<file path="config.mk">
export PLATFORM = sky130hd
export DESIGN_NAME = instr_buffer
export DESIGN_NICKNAME = d
export VERILOG_FILES = /design/src/rtl/instr_register_pkg.sv /design/src/rtl/instr_buffer_ptr.sv /design/src/rtl/instr_buffer.sv
export SDC_FILE = /design/constraint.sdc
export NUM_CORES = 2
export LEC_CHECK = 0
export ABC_CLOCK_PERIOD_IN_PS = 4200
export CORE_ASPECT_RATIO = 1.4
export CORE_MARGIN = 4
export CORE_UTILIZATION = 55
export DETAILED_ROUTE_END_ITERATION = 10
export PLACE_DENSITY = 0.75
export SYNTH_ARGS = -nofsm -noshare
export SYNTH_HDL_FRONTEND = slang
export SYNTH_HIERARCHICAL = 1
export SYNTH_SLANG_ARGS = --single-unit
</file>
<file path="constraint.sdc">
create_clock -name clk -period 4.2 [get_ports clk]
set_clock_uncertainty 0.15 [all_clocks]
set_input_delay 0.63 -clock clk [delete_from_list [all_inputs] [get_ports clk]]
set_output_delay 0.63 -clock clk [all_outputs]
set_load 0.005 [all_outputs]
</file>
<file path="src/rtl/instr_register_pkg.sv">
// Shared types and constants for the instruction-register family.
//   opcode_t   : instruction opcode, ZERO first so an all-zero word decodes as ZERO
//   zero_word  : all-zero instruction bits, wide enough for any supported operand width
package instr_register_pkg;

   localparam int unsigned DEFAULT_DEPTH = 32;
   localparam int unsigned DEFAULT_OP_W  = 32;
   localparam int unsigned OPC_W         = 3;
   localparam int unsigned MAX_OP_W      = 64;
   localparam int unsigned MAX_WORD_W    = OPC_W + 2 * MAX_OP_W;

   typedef enum logic [OPC_W-1:0] {
      ZERO,
      PASSA,
      PASSB,
      ADD,
      SUB,
      MULT,
      DIV,
      MOD
   } opcode_t;

   // Modules keep the low {opc, op_a, op_b} bits for their own operand width.
   function automatic logic [MAX_WORD_W-1:0] zero_word();
      return '0;
   endfunction

endpackage

</file>
<file path="src/rtl/instr_buffer_ptr.sv">
// Wrap-around head/tail pointers and occupancy counter for the FIFO view of instr_buffer.
//   clk, reset_n : clock, asynchronous active-low reset
//   clear        : synchronous flush of pointers and count
//   push, pop    : already-qualified accepts (caller guarantees no push when full, no pop when empty)
//   head, tail   : read / write pointers, wrap modulo DEPTH
//   count        : occupancy 0..DEPTH
module instr_buffer_ptr #(
   parameter int unsigned DEPTH = 32,
   localparam int unsigned AW = $clog2(DEPTH)
) (
   input  logic          clk,
   input  logic          reset_n,
   input  logic          clear,
   input  logic          push,
   input  logic          pop,
   output logic [AW-1:0] head,
   output logic [AW-1:0] tail,
   output logic [AW:0]   count
);

   // DEPTH is a power of two, so plain overflow gives the modulo wrap.
   always_ff @(posedge clk or negedge reset_n) begin
      if (!reset_n) begin
         head  <= '0;
         tail  <= '0;
         count <= '0;
      end else if (clear) begin
         head  <= '0;
         tail  <= '0;
         count <= '0;
      end else begin
         if (push) tail <= tail + 1'b1;
         if (pop)  head <= head + 1'b1;
         unique case ({push, pop})
            2'b10:   count <= count + 1'b1;
            2'b01:   count <= count - 1'b1;
            default: ;
         endcase
      end
   end

endmodule

</file>
<file path="src/rtl/instr_buffer.sv">
// Instruction storage: DEPTH words of {opc, op_a, op_b}, random-access or FIFO.
//   clk, reset_n        : clock, asynchronous active-low reset
//   clear               : synchronous flush of valid bits / pointers / count
//   wr_valid, wr_ready  : write handshake; wr_addr used only in random mode
//   opcode, operand_a/b : write data
//   rd_req, rd_addr     : read (random) or pop (FIFO); rd_addr used only in random mode
//   rd_valid            : one-cycle pulse when instruction_word was loaded by a read
//   entry_valid         : valid bit of the entry read (FIFO: same as rd_valid)
//   instruction_word    : registered {opc, op_a, op_b}, holds between reads
//   count, full, empty  : occupancy and flags
module instr_buffer
   import instr_register_pkg::*;
#(
   parameter int unsigned DEPTH = DEFAULT_DEPTH,
   parameter int unsigned OP_W = DEFAULT_OP_W,
   parameter bit FIFO_MODE = 1'b0,
   localparam int unsigned AW = $clog2(DEPTH),
   localparam int unsigned INSTR_W = OPC_W + 2 * OP_W
) (
   input  logic                 clk,
   input  logic                 reset_n,
   input  logic                 clear,
   input  logic                 wr_valid,
   output logic                 wr_ready,
   input  logic [AW-1:0]        wr_addr,
   input  opcode_t              opcode,
   input  logic signed [OP_W-1:0] operand_a,
   input  logic signed [OP_W-1:0] operand_b,
   input  logic                 rd_req,
   input  logic [AW-1:0]        rd_addr,
   output logic                 rd_valid,
   output logic                 entry_valid,
   output logic [INSTR_W-1:0]   instruction_word,
   output logic [AW:0]          count,
   output logic                 full,
   output logic                 empty
);

   typedef struct packed {
      opcode_t                opc;
      logic signed [OP_W-1:0] op_a;
      logic signed [OP_W-1:0] op_b;
   } instr_t;

   localparam logic [MAX_WORD_W-1:0] ZERO_BITS = zero_word();
   localparam instr_t ZERO_INSTR = instr_t'(ZERO_BITS[INSTR_W-1:0]);
   localparam logic [AW:0] FULL_COUNT = (AW + 1)'(DEPTH);

   instr_t          mem [DEPTH];
   logic [DEPTH-1:0] valid;
   instr_t          word;
   instr_t          wdata;
   logic [AW-1:0]   head;
   logic [AW-1:0]   tail;
   logic [AW-1:0]   waddr;
   logic            wr_fire;
   logic            pop;

   assign full     = (count == FULL_COUNT);
   assign empty    = (count == '0);
   assign wr_ready = FIFO_MODE ? !full : 1'b1;

   assign wr_fire = wr_valid && wr_ready;
   assign pop     = FIFO_MODE && rd_req && !empty;
   assign waddr   = FIFO_MODE ? tail : wr_addr;
   assign wdata   = '{opc: opcode, op_a: operand_a, op_b: operand_b};

   assign instruction_word = word;

   if (FIFO_MODE) begin : g_fifo
      instr_buffer_ptr #(
         .DEPTH (DEPTH)
      ) u_ptr (
         .clk     (clk),
         .reset_n (reset_n),
         .clear   (clear),
         .push    (wr_fire),
         .pop     (pop),
         .head    (head),
         .tail    (tail),
         .count   (count)
      );
   end else begin : g_rand
      assign head = '0;
      assign tail = '0;

      // Count follows valid-bit transitions: only a write to an invalid entry adds one.
      always_ff @(posedge clk or negedge reset_n) begin
         if (!reset_n) begin
            count <= '0;
         end else if (clear) begin
            count <= '0;
         end else if (wr_fire && !valid[wr_addr]) begin
            count <= count + 1'b1;
         end
      end
   end

   // Storage; clear leaves data untouched but still blocks the same-cycle write.
   always_ff @(posedge clk or negedge reset_n) begin
      if (!reset_n) begin
         for (int i = 0; i < DEPTH; i++) mem[i] <= ZERO_INSTR;
         valid <= '0;
      end else if (clear) begin
         valid <= '0;
      end else if (wr_fire) begin
         mem[waddr] <= wdata;
         if (!FIFO_MODE) valid[waddr] <= 1'b1;
      end
   end

   // Registered read port; mem is sampled before the same-edge write lands, so a
   // colliding read returns the old contents.
   always_ff @(posedge clk or negedge reset_n) begin
      if (!reset_n) begin
         word        <= ZERO_INSTR;
         rd_valid    <= 1'b0;
         entry_valid <= 1'b0;
      end else if (clear) begin
         rd_valid    <= 1'b0;
         entry_valid <= 1'b0;
      end else if (FIFO_MODE) begin
         rd_valid    <= pop;
         entry_valid <= pop;
         if (pop) word <= mem[head];
      end else begin
         rd_valid    <= rd_req;
         entry_valid <= rd_req && valid[rd_addr];
         if (rd_req) word <= valid[rd_addr] ? mem[rd_addr] : ZERO_INSTR;
      end
   end

endmodule

</file>
== Word level (Yosys, flattened, before mapping) ==
Index checks and enable logic that the tools add are counted.

* Logic and storage cells: 144
* Flip-flop bits (word level): 2,251
* Output and inout port bits: 78
* Input port bits: 82

* $add $sub $neg: 1
* Reductions and logical operators: 10
* Bitwise operators: 4
* Muxes and demuxes: 19
* Eq/ne operators: 1
* $lt $le $gt $ge: 6

{| class="wikitable"
|+ Operator list
! operator !! number
|-
| $bwmux 2144 || 1
|-
| $bmux 67 s5 || 1
|-
| $demux 67 s5 || 1
|-
| $mux 67 || 4
|-
| $mux 32 || 2
|-
| $or 32x32->32 || 1
|-
| $ge 6x6->1 const B || 2
|-
| $lt 5x6->1 const B || 2
|-
| $mux 6 || 2
|-
| $not 5->6 || 2
|-
| $bmux 1 s5 || 2
|-
| $add 6x1->6 const B || 1
|-
| $eq 6x6->1 const B || 1
|-
| $logic_not 6->1 || 1
|-
| $lt 6x1->1 const B || 1
|-
| $demux 1 s5 || 1
|-
| $ge 5x1->1 const B || 1
|-
| $mux 1 || 5
|-
| $logic_and 1x1->1 || 4
|-
| $reduce_and 2->1 || 2
|-
| $reduce_bool 2->1 || 2
|-
| $logic_not 1->1 || 1
|-
| $not 1->1 || 1
|}

== Logic depth before layout (Yosys ltp) ==
* Depth in word-level cells: 7
* Mapped depth: 9
* Depth with buffers taken out: 6

== Least setup slack after synthesis ==
Ideal clock, no wire load.

* Kind: input port to flip-flop
* Start: in rd_addr[0]
* End: reg word, in the netlist instruction_word[62]
* Slack: 1.318 ns
* Stages: 8
* Library setup time: 0.135 ns
* Arrival: 2.598 ns
* Cell sequence: buf_6 buf_6 clkbuf_1 buf_2 mux4_2 mux4_2 mux2i_1 o31ai_1

* Word-level cells in the longest chain between the ends: 5
* Elaborated cells between the ends (all ways): 7
* Those cells by class: 6 x mux; 1 x bitwise

{| class="wikitable"
|+ RTL lines
! item !! RTL line !! source
|-
| start: declaration || instr_buffer.sv:30 || <nowiki>input logic [AW-1:0] rd_addr,</nowiki>
|-
| $not 5->6 (not written as such) || instr_buffer.sv:129 || <nowiki>if (rd_req) word <= valid[rd_addr] ? mem[rd_addr] : ZERO_INSTR;</nowiki>
|-
| $bmux 67 s5 || instr_buffer.sv:129 ||
|-
| $mux 67 (not written as such) (2 in series) || instr_buffer.sv:129 ||
|-
| $mux 67 (*) || instr_buffer.sv:129 ||
|-
| end signal: assignment || instr_buffer.sv:125 || <nowiki>if (pop) word <= mem[head];</nowiki>
|-
| end signal: assignment || instr_buffer.sv:129 ||
|-
| end: declaration || instr_buffer.sv:51 || <nowiki>instr_t word;</nowiki>
|}

Mark *: on every way between the ends. The rest lies on a longest branch, timed or not. The select of a mux whose other input is x is not followed.
A chain may end at the register's enable or synchronous reset.

== Worst setup path after layout ==
* Start: reg count[1]
* End: out full

* Word-level cells in the longest chain between the ends: 1

{| class="wikitable"
|+ RTL lines
! item !! RTL line !! source
|-
| start: declaration || instr_buffer.sv:34 || <nowiki>output logic [AW:0] count,</nowiki>
|-
| start signal: assignment || instr_buffer.sv:94 || <nowiki>count <= count + 1'b1;</nowiki>
|-
| $eq 6x6->1 || instr_buffer.sv:59 || <nowiki>assign full = (count == FULL_COUNT);</nowiki>
|-
| end: declaration || instr_buffer.sv:35 || <nowiki>output logic full,</nowiki>
|}

Every way passes these cells.

==> metrics.csv <==
stage,metric,value,unit
status,status,"complete, no violations",
synthesis,yosys_most_used_dff,dfrtp_1,
timing,finalHoldViolCount,0,
final_layout,synthToLayoutAreaGrowth,12.23,%
power,seq_power_share,49.5,%
global_route,overflow,0,
detailed_routing,wl,250.9,mm
clock_network,clock_sinks,2251,
global_route,grt_pass1_wl,387.9,mm
worst_setup_path,required,3.42,ns
clock_network,cts_root_buf,clkbuf_16,
floorplanning,top_level_ports,160,
synthesis,synth-async-reset-ratio,100.0,%
detailed_routing,vias,54913,
detailed_routing,dr.pass1.iters,5,
detailed_routing,antenna_left,0,
floorplanning,rows,185,
detailed_routing,drtIter0Drc,4210,
worst_setup_path,cp_cell_sequence,"inv_1, ha_1, nand2b_1, nor4b_1, clkdlybuf4s50_1",
final_layout,design_area,113100,µm²
power,power_density,460.3,nW/µm²
synthesis,syn_nets,6128,
power,clkPwrFrac,38.0,%
final_layout,seqCellArea,56330,µm²
final_layout,mostFrequentLayoutCell,dfrtp_1,
clock_network,cts_htree_levels,4,
worst_setup_path,arrival,2.79,ns
timing,clock.fmax,0.2801,GHz
timing,relSlewSlack,22.76,%
worst_setup_path,crit_path_max_fanout,5,
synthesis,synthCells,6044,
synthesis,synth-seq-cells,2251,
worst_setup_path,cp_slowest_cell,clkdlybuf4s50_1,
worst_setup_path,crit_family,buffers and inverters,
floorplanning,die_width,369.8,µm
clock_network,clk_latency,0.86,ns
worst_setup_path,critPathBufInv,2,
global_route,grt.total_usage,27.09,%
timing,maxSlewViolCount,0,
synthesis,ys_seq_area_share,55.89,%
placement,dp_hpwl,143.7,mm
global_route,grt_pass1_vias,59430,
min_path,min_path_type,input pin to asynchronous set/reset pin,
worst_setup_path,start_kind,flop,
final_layout,final_cell_mix,"dfrtp_1 (2251), mux2_2 (2147), mux4_2 (688)",
synthesis,synth_edf_count,0,
flow_run,max_cap_viol_count,0,
global_route,antenna_found_initial,13,
worst_setup_path,end_kind,output pin,
timing,timing.final.crit_share,85.01,%
timing,worst_pin_slew,1.155,ns
power,internal_power,39.60,mW
timing,setup_viol,0,
final_layout,multi_input_area,42020,µm²
power,vdd.ir_drop.worst,0.4125,mV
clock_network,cts_tree,built,
floorplanning,die_area,190200,µm²
detailed_routing,routedWlPerCell,29.08,µm
power,swShare,23.94,%
power,p_comb_share,12.6,%
final_layout,nNetsFinal,6095,
clock_network,cts_buffers,208,
timing,rsz0062_at_grt,no,
floorplanning,die_y,514.5,µm
power,switchingPower,12.46,mW
floorplanning,core_area,181900,µm²
worst_setup_path,path_class,flop to output pin,
final_layout,layout-drive-gt1-share,55.55,%
synthesis,syn_avg_cell_area,16.67,µm²
detailed_routing,via_per_inst,6.365,
floorplanning,start_util,55.39,%
placement,portBuffers,158,
clock_network,max-clock-path-buffers,3,
placement,gp_congestion,0.7616,
detailed_routing,drcViolationCount,0,
worst_setup_path,max_stage_delay,0.55,ns
timing,finalCriticalPeriod,3.571,ns
global_route,grt_max_degree,181,
timing,finalSetupTns,0,ns
power,static-leakage-power,52.31,nW
power,power,52.06,mW
clock_network,clk_pin_slew,0.06,ns
synthesis,synth_cell_types,37,
placement,place_area,105900,µm²
synthesis,synth_area,100800,µm²
synthesis,yosysWarnings,6,
final_layout,fillers,13160,
-- final cells by class --
cell class | instances | area share, %
Inverter | 21 | 0.06969
Timing Repair Buffer | 371 | 3.922
Multi-Input combinational cell | 3158 | 37.15
Antenna cell | 9 | 0.01991
Clock inverter | 94 | 1.027
Clock buffer | 292 | 5.318
Sequential cell | 2251 | 49.80
Tap cell | 2431 | 2.689
-- through the flow --
stage / setup slack [ns] / hold slack (ns) / utilization (%) / std cells
after detailed placement: 0.1879 / 0.3159 / 58.21 / 8231
after CTS: 0.5941 / 0.1817 / 62.16 / 8618
after floorplan: 1.318 / 0.1844 / - / 6044
after global placement: 0.2316 / 0.3113 / 58.21 / 8231
final: 0.6294 / 0.2223 / 62.17 / 8627
after global routing: 0.4484 / 0.2389 / 62.16 / 8621
-- registers in the layout, indices dropped and copies added, names as in the netlist --
register	count
mem	2144
instruction_word	67
valid	32
count	6
entry_valid	1
rd_valid	1
-- timing repair --
item	CTS	global route
hold buffers	1	0
setup buffers	0	0
hold endpoints to repair	204	0
resized for setup	0	0
-- cell families (layout without fill, tap and decap cells) --
group	Yosys count	count (layout)	share of synthesized area [%]
AOI/OAI and AO/OA	104	104	0.7288
xor gates and xnor gates	2	2	0.01738
adders and majority gates	2	2	0.02483
buffers and inverters	635	778	2.665
DFF	2251	2251	55.89
muxes	2906	2906	40.07
other	1	10	0.003721
and+or+nand+nor	143	143	0.5947
-- power groups by stage --
stage | combinational, mW | clock [mW] | sequential, mW
floorplan | 4.89 | 0 | 25.6
global placement | 6.35 | 0 | 25.9
detailed placement | 6.59 | 0 | 26.1
CTS | 6.62 | 20.1 | 25.8
global route | 7.09 | 21.0 | 26.1
finish | 6.54 | 19.8 | 25.8
-- synth_stat cells, types with 3 or more instances --
master	number	share of area, %
nor2b_1	4	0.025
mux2i_1	70	0.70
mux2_2	2147	24
buf_4	6	0.045
nand2b_1	3	0.019
nand2_1	90	0.34
mux4_2	688	15
nor3_1	4	0.020
nor2_1	27	0.10
buf_6	7	0.078
nand3_1	3	0.015
buf_2	182	0.90
a21o_1	16	0.12
buf_1	80	0.30
dfrtp_1	2251	56
o31ai_1	67	0.50
clkbuf_1	339	1.3
inv_1	20	0.074
o21ai_0	17	0.084
-- layer usage --
layer	share of wire [%]	GRT usage, %	wire (µm)	vias up
met5	0.0088	0	22	-
met4	2.4	6.750	6093	4
met3	5.4	3.923	13570	379
met2	50	44.46	124700	1443
met1	42	38.70	106500	30643
li1	-	-	-	22444
-- path summary, 6_finish.rpt --
path                                        end  slack (ns)  cells after the start                  from
max in group asynchronous             mem[1167]        2.22                      4               reset_n
max                                        full        0.63                      5              count[1]
min                                   mem[1869]        0.22                      2               reset_n
min in group clk           instruction_word[45]        0.31                      3            rd_addr[3]
min reg2reg                instruction_word[34]        0.32                      2  instruction_word[34]
max reg2reg                instruction_word[30]        1.64                      5              valid[5]
No activity file was read; power rests on OpenSTA's default activity.
